--- src/rtl/pipe_ctrl_pkg.sv ---
// Shared types and constants for the MIPS pipeline stall/flush sequencer.
// Enables are active-high "hold"; flushes are active-high "load a bubble".
package pipe_ctrl_pkg;

  typedef enum logic [1:0] {
    RUN      = 2'd0,
    MEM_WAIT = 2'd1,
    ERROR    = 2'd2
  } state_t;

  localparam logic       EN_LOAD  = 1'b0;
  localparam logic       EN_HOLD  = 1'b1;
  localparam logic [4:0] REG_ZERO = 5'd0;

  typedef struct packed {
    logic pc_en;
    logic if_id_en;
    logic id_ex_en;
    logic ex_mem_en;
    logic mem_wb_en;
    logic if_id_flush;
    logic id_ex_flush;
    logic mem_wb_flush;
  } ctrl_t;

  // Free-running pipe: every stage loads, no bubbles.
  localparam ctrl_t CTRL_RUN = '{
    pc_en:       EN_LOAD,
    if_id_en:    EN_LOAD,
    id_ex_en:    EN_LOAD,
    ex_mem_en:   EN_LOAD,
    mem_wb_en:   EN_LOAD,
    if_id_flush: 1'b0,
    id_ex_flush: 1'b0,
    mem_wb_flush: 1'b0
  };

  // Everything up to EX/MEM frozen; WB receives bubbles while MEM is busy.
  localparam ctrl_t CTRL_FREEZE = '{
    pc_en:       EN_HOLD,
    if_id_en:    EN_HOLD,
    id_ex_en:    EN_HOLD,
    ex_mem_en:   EN_HOLD,
    mem_wb_en:   EN_LOAD,
    if_id_flush: 1'b0,
    id_ex_flush: 1'b0,
    mem_wb_flush: 1'b1
  };

  // Taken branch: squash the two wrong-path instructions, PC loads the target.
  localparam ctrl_t CTRL_BRANCH = '{
    pc_en:       EN_LOAD,
    if_id_en:    EN_LOAD,
    id_ex_en:    EN_LOAD,
    ex_mem_en:   EN_LOAD,
    mem_wb_en:   EN_LOAD,
    if_id_flush: 1'b1,
    id_ex_flush: 1'b1,
    mem_wb_flush: 1'b0
  };

  // Load-use: hold the dependent instruction in ID, insert one bubble into EX.
  localparam ctrl_t CTRL_LOAD_USE = '{
    pc_en:       EN_HOLD,
    if_id_en:    EN_HOLD,
    id_ex_en:    EN_LOAD,
    ex_mem_en:   EN_LOAD,
    mem_wb_en:   EN_LOAD,
    if_id_flush: 1'b0,
    id_ex_flush: 1'b1,
    mem_wb_flush: 1'b0
  };

  // Reset: hold every register and force bubbles everywhere.
  localparam ctrl_t CTRL_RESET = '{
    pc_en:       EN_HOLD,
    if_id_en:    EN_HOLD,
    id_ex_en:    EN_HOLD,
    ex_mem_en:   EN_HOLD,
    mem_wb_en:   EN_HOLD,
    if_id_flush: 1'b1,
    id_ex_flush: 1'b1,
    mem_wb_flush: 1'b1
  };

endpackage

--- src/rtl/pipeline_ctrl_hazard_detect.sv ---
// Combinational load-use detector: the load in EX writes a register the
// instruction in ID reads. Writes to $0 are architecturally discarded.
module hazard_detect
  import pipe_ctrl_pkg::*;
(
  input  logic [4:0] ID_rs,
  input  logic [4:0] ID_rt,
  input  logic [4:0] EX_rt,
  input  logic       EX_mem_read,
  output logic       load_use
);

  assign load_use = EX_mem_read && (EX_rt != REG_ZERO) &&
                    ((EX_rt == ID_rs) || (EX_rt == ID_rt));

endmodule

--- src/rtl/pipeline_ctrl.sv ---
// Stall/flush sequencer for the 5-stage MIPS pipe (Mealy outputs, posedge state).
// Optional macro PIPE_PERF_EN adds a saturating stall-cycle counter.
module pipeline_ctrl
  import pipe_ctrl_pkg::*;
#(
  parameter int MEM_TIMEOUT = 64,
  parameter int CNT_W       = 7
) (
  input  logic        clk,
  input  logic        rst,
  input  logic [4:0]  ID_rs,
  input  logic [4:0]  ID_rt,
  input  logic [4:0]  EX_rt,
  input  logic        EX_mem_read,
  input  logic        branch_taken,
  input  logic        mem_req,
  input  logic        mem_ack,
  output logic        PC_enable,
  output logic        IF_ID_enable,
  output logic        ID_EX_enable,
  output logic        EX_MEM_enable,
  output logic        MEM_WB_enable,
  output logic        IF_ID_flush,
  output logic        ID_EX_flush,
  output logic        MEM_WB_flush,
  output logic        mem_err,
  output logic [31:0] stall_cycles
);

  state_t           state, next_state;
  logic [CNT_W-1:0] wait_cnt, next_cnt;
  logic             load_use;
  logic             mem_err_c;
  ctrl_t            ctrl;

  hazard_detect u_hazard (
    .ID_rs      (ID_rs),
    .ID_rt      (ID_rt),
    .EX_rt      (EX_rt),
    .EX_mem_read(EX_mem_read),
    .load_use   (load_use)
  );

  always_ff @(posedge clk or posedge rst) begin
    if (rst) begin
      state    <= RUN;
      wait_cnt <= '0;
    end else begin
      state    <= next_state;
      wait_cnt <= next_cnt;
    end
  end

  always_comb begin
    ctrl       = CTRL_RUN;
    next_state = state;
    next_cnt   = wait_cnt;
    mem_err_c  = 1'b0;
    if (rst) begin
      ctrl = CTRL_RESET;
    end else begin
      unique case (state)
        RUN: begin
          // Memory stall outranks branch flush, which outranks load-use.
          if (mem_req && !mem_ack) begin
            ctrl       = CTRL_FREEZE;
            next_state = MEM_WAIT;
            next_cnt   = CNT_W'(1);
          end else if (branch_taken) begin
            ctrl = CTRL_BRANCH;
          end else if (load_use) begin
            ctrl = CTRL_LOAD_USE;
          end
        end
        MEM_WAIT: begin
          // EX is frozen here, so branch and hazard inputs are stale.
          if (mem_ack) begin
            next_state = RUN;
            next_cnt   = '0;
          end else begin
            ctrl = CTRL_FREEZE;
            if (wait_cnt == CNT_W'(MEM_TIMEOUT)) begin
              next_state = ERROR;
            end else begin
              next_cnt = wait_cnt + CNT_W'(1);
            end
          end
        end
        ERROR: begin
          ctrl      = CTRL_FREEZE;
          mem_err_c = 1'b1;
        end
        default: begin
          next_state = RUN;
          next_cnt   = '0;
        end
      endcase
    end
  end

  assign PC_enable     = ctrl.pc_en;
  assign IF_ID_enable  = ctrl.if_id_en;
  assign ID_EX_enable  = ctrl.id_ex_en;
  assign EX_MEM_enable = ctrl.ex_mem_en;
  assign MEM_WB_enable = ctrl.mem_wb_en;
  assign IF_ID_flush   = ctrl.if_id_flush;
  assign ID_EX_flush   = ctrl.id_ex_flush;
  assign MEM_WB_flush  = ctrl.mem_wb_flush;
  assign mem_err       = mem_err_c;

`ifdef PIPE_PERF_EN
  logic [31:0] stall_q;

  // A held PC marks a lost issue slot: load-use, memory wait or error.
  always_ff @(posedge clk or posedge rst) begin
    if (rst) begin
      stall_q <= '0;
    end else if ((ctrl.pc_en == EN_HOLD) && (stall_q != 32'hFFFF_FFFF)) begin
      stall_q <= stall_q + 32'd1;
    end
  end

  assign stall_cycles = stall_q;
`else
  assign stall_cycles = 32'h0;
`endif

endmodule

--- config.mk ---
export PLATFORM = sky130hd
export DESIGN_NAME = pipeline_ctrl
export DESIGN_NICKNAME = d
export VERILOG_FILES = /design/src/rtl/pipe_ctrl_pkg.sv /design/src/rtl/pipeline_ctrl_hazard_detect.sv /design/src/rtl/pipeline_ctrl.sv
export SDC_FILE = /design/constraint.sdc
export NUM_CORES = 1
export LEC_CHECK = 0
export BUFFER_PORTS_ARGS = -buffer_cell sky130_fd_sc_hd__buf_2
export CORE_AREA = 2 2 52 54
export CTS_CLUSTER_SIZE = 30
export DETAILED_ROUTE_END_ITERATION = 8
export DIE_AREA = 0 0 54 56
export GPL_ROUTABILITY_DRIVEN = 0
export GPL_TIMING_DRIVEN = 1
export PLACE_DENSITY = 0.78
export SLEW_MARGIN = 20
export SYNTH_ARGS = -nofsm -noshare
export SYNTH_HDL_FRONTEND = slang
export SYNTH_HIERARCHICAL = 1
export SYNTH_SLANG_ARGS = --single-unit
--- constraint.sdc ---
create_clock -name clk -period 1.8 [get_ports clk]
set_clock_uncertainty 0.05 [all_clocks]
set_input_delay 0.27 -clock clk [delete_from_list [all_inputs] [get_ports clk]]
set_output_delay 0.27 -clock clk [all_outputs]
set_load 0.005 [all_outputs]
==> results_dict.tcl <==
set metrics [dict create \
    crit_type "input port to output pin" \
    timing.rr.start "state[1]" \
    slowest_delay_ns 0.53 \
    synthCells 129 \
    die_w_um 54 \
    register_area_um2 228 \
    rows 18 \
    min_to "state[0]" \
    rsz0062_at_grt "true" \
    worstHoldPathCells 3 \
    cts_buffer_depth 2 \
    tightestPinTransition_ns 0.492 \
    worst-endpoint-arrival_ns 1.44 \
    io_buffers 29 \
    yosys.cell_types.count 37 \
    r2r_setup_slack_ns 0.21 \
    dpl.hpwl_um 1520 \
    hp-start "rst" \
    grt.total_usage 0.108 \
    yosysSeqAreaShare 0.220 \
    netlist_area_um2 1020 \
    first_pass_iters 4 \
    cap_violations 0 \
    cp.buffers_inverters 2 \
    ir_drop_v 0.000526 \
    wl_um 1920 \
    start_util 0.421 \
    core_area_um2 2430 \
    crit_chain "buf_8, or4_4, o21ai_2, a21oi_2, o21ai_0, nand2_1, buf_2" \
    crit_family "simple AND/OR/NAND/NOR gates" \
    ys_warn_count 6 \
    reg2regPathDepth 5 \
    final_nets 186 \
    io_pins 62 \
    clk_latency_ns 0.26 \
    nFillCells 246 \
    antenna_cells 0 \
    post_drt_wl_per_cell_um 9.99 \
    fin_ws_ns 0.0362 \
    clkTransAtPathRegs_ns 0.06 \
    routed-wl-met2_um 890 \
    drive_above_1_share 0.284 \
    avgSynthCellArea_um2 7.93 \
    grt_pass1_wl_um 2490 \
    grt_start_max_net_pins 12 \
    top_layer_used "met3" \
    initialDrtViolationCount 20 \
    fin_cells 192 \
    worstReg2RegEnd "wait_cnt[6]" \
    dieArea_um2 3020 \
    worstPathRequired_ns 1.48 \
    grt_remaining_overflow 0 \
    power_density_nw_per_um2 580 \
    max_freq_mhz 567 \
    pre_cts_slack_ns 0.0222 \
    dp.cells 182 \
    slew_headroom 0.670 \
    path_max_fanout 3 \
    start_kind "input port" \
    final-max-slew-violation-count 0 \
    power.leakage_nw 0.573 \
    cts_sinks 9 \
    finalCritPeriodShare 0.980 \
    syn2layout_area_growth_pct 11.5 \
    final_hold_viol_count 0 \
    grt_antenna_before_repair 0 \
    clock-root-buffer "clkbuf_4" \
    die_h_um 56 \
    hold_path_class "input port to register" \
    cp_slowest_cell "or4_4" \
    ys_ff_latch 9 \
    vias_per_cell 4.52 \
    setup_viol_count_final 0 \
    ctsHtreeMaxLevel 1 \
    drc_errors 0 \
    grt_pass1_vias 631 \
    wl_met3_um 271 \
    wl_met1_um 757 \
    outcome "completed" \
    cts_tree "done" \
    vias 867 \
    timing.final.crit_period_ns 1.76 \
    multi_input_area_um2 607 \
    endpoint_kind "output pin" \
    ant_nets 0 \
    numCtsBuffers 3 \
]
-- timing repair --
| item | CTS | global route |
|---|---|---|
| buffers inserted | 0 | 5 |
| resized for setup | 2 | 10 |
| hold buffers | 1 | 0 |
| setup endpoints to repair | 3 | 11 |
| hold endpoints to repair | 3 | 0 |
| pin swaps | 0 | 4 |
-- metrics by stage --
step / util / area [µm²] / total power [mW] / hold slack [ns] / setup TNS [ns]
floorplan: - / 1140 / 0.476 / 0.0842 / 0
global placement: 0.426 / 1040 / 0.477 / 0.213 / 0
detailed placement: 0.426 / 1040 / 0.482 / 0.214 / 0
CTS: 0.442 / 1080 / 0.640 / 0.267 / 0
global route: 0.469 / 1140 / 0.716 / 0.300 / -0.129
finish: 0.469 / 1140 / 0.662 / 0.266 / 0
-- cell type report --
cell class	count	share of cell area
multi-input combinational	107	0.532
tap	30	0.0329
timing repair buffer	37	0.196
clock buffer	4	0.0230
sequential	9	0.200
inverter	5	0.0164
-- sequential cells by signal (all words and copies together) (netlist names) --
name / cells
wait_cnt: 7
state: 2
-- power breakdown --
group          internal [mW]  switching, mW  total, mW
Combinational          0.114          0.133      0.247
Sequential             0.228         0.0328      0.261
Clock                 0.0854         0.0691      0.154
Total                  0.427          0.234      0.662
-- cells in the mapped netlist --
master | instances | area [µm²]
nand3_1 | 6 | 30.0
a211oi_1 | 1 | 7.51
and2_1 | 2 | 12.5
a21oi_1 | 4 | 20.0
and3b_1 | 1 | 8.76
nand3b_1 | 1 | 7.51
o21a_1 | 1 | 7.51
o31ai_1 | 1 | 7.51
o21ai_1 | 5 | 25.0
a41oi_2 | 1 | 16.3
nand2_1 | 9 | 33.8
or3_1 | 1 | 6.26
or3b_1 | 1 | 8.76
o41ai_1 | 1 | 8.76
a31oi_1 | 1 | 6.26
nand2b_1 | 1 | 6.26
conb_1 | 1 | 3.75
nor3b_1 | 1 | 7.51
or4_1 | 1 | 7.51
nand4_1 | 1 | 6.26
buf_4 | 37 | 278
nor4b_1 | 1 | 8.76
buf_6 | 2 | 22.5
o211ai_1 | 1 | 7.51
nor2_1 | 5 | 18.8
nor2b_1 | 1 | 6.26
o311ai_1 | 1 | 8.76
xor2_1 | 6 | 52.6
o31a_1 | 1 | 8.76
and3_1 | 1 | 6.26
o32ai_1 | 1 | 8.76
o21ai_0 | 8 | 40.0
dfrtp_1 | 9 | 225
inv_1 | 5 | 18.8
xnor2_1 | 4 | 35.0
ha_1 | 2 | 25.0
nor3_1 | 3 | 15.0
-- worst reg2reg max path: stages (launching register included) --
cell     delay (ns)
dfrtp_2        0.44
buf_4          0.15
or3b_1         0.49
a41oi_2        0.20
o21ai_1        0.07
o41ai_1        0.08
-- worst max-delay path by stage --
stage                        start  slack, ns  depth (start not counted)           end
after floorplan           EX_rt[1]       0.14                          6     PC_enable
after global placement    EX_rt[1]       0.03                          7     PC_enable
after detailed placement  EX_rt[4]       0.02                          7  IF_ID_enable
after CTS                      rst       0.01                          5       mem_err
after global routing      EX_rt[3]      -0.04                          7     PC_enable
final                     EX_rt[3]       0.04                          7   ID_EX_flush
-- cell families after synthesis --
logic type | share of synthesized area
AND/OR/NAND/NOR | 0.186
other | 0.00366
buffers and inverters | 0.312
adder cells (fa/ha/maj) | 0.0244
XOR/XNOR | 0.0856
AO/OA/AOI/OAI | 0.169
flip-flops | 0.220
-- cell usage in the layout, fill, tap and decap left out, drive strengths merged, types with 4 or more instances in the layout --
master,instances
nor2,5
conb,32
o21ai,13
dfrtp,9
nand2,9
xor2,6
buf,36
a21oi,4
xnor2,4
nand3,6
inv,5
clkbuf,4
-- per-layer routing --
layer	global-route usage	up-vias
met5	0	-
met4	0.0107	0
met3	0.0484	0
met2	0.179	50
met1	0.129	377
li1	-	440
Power figures use the tool's default switching activity.
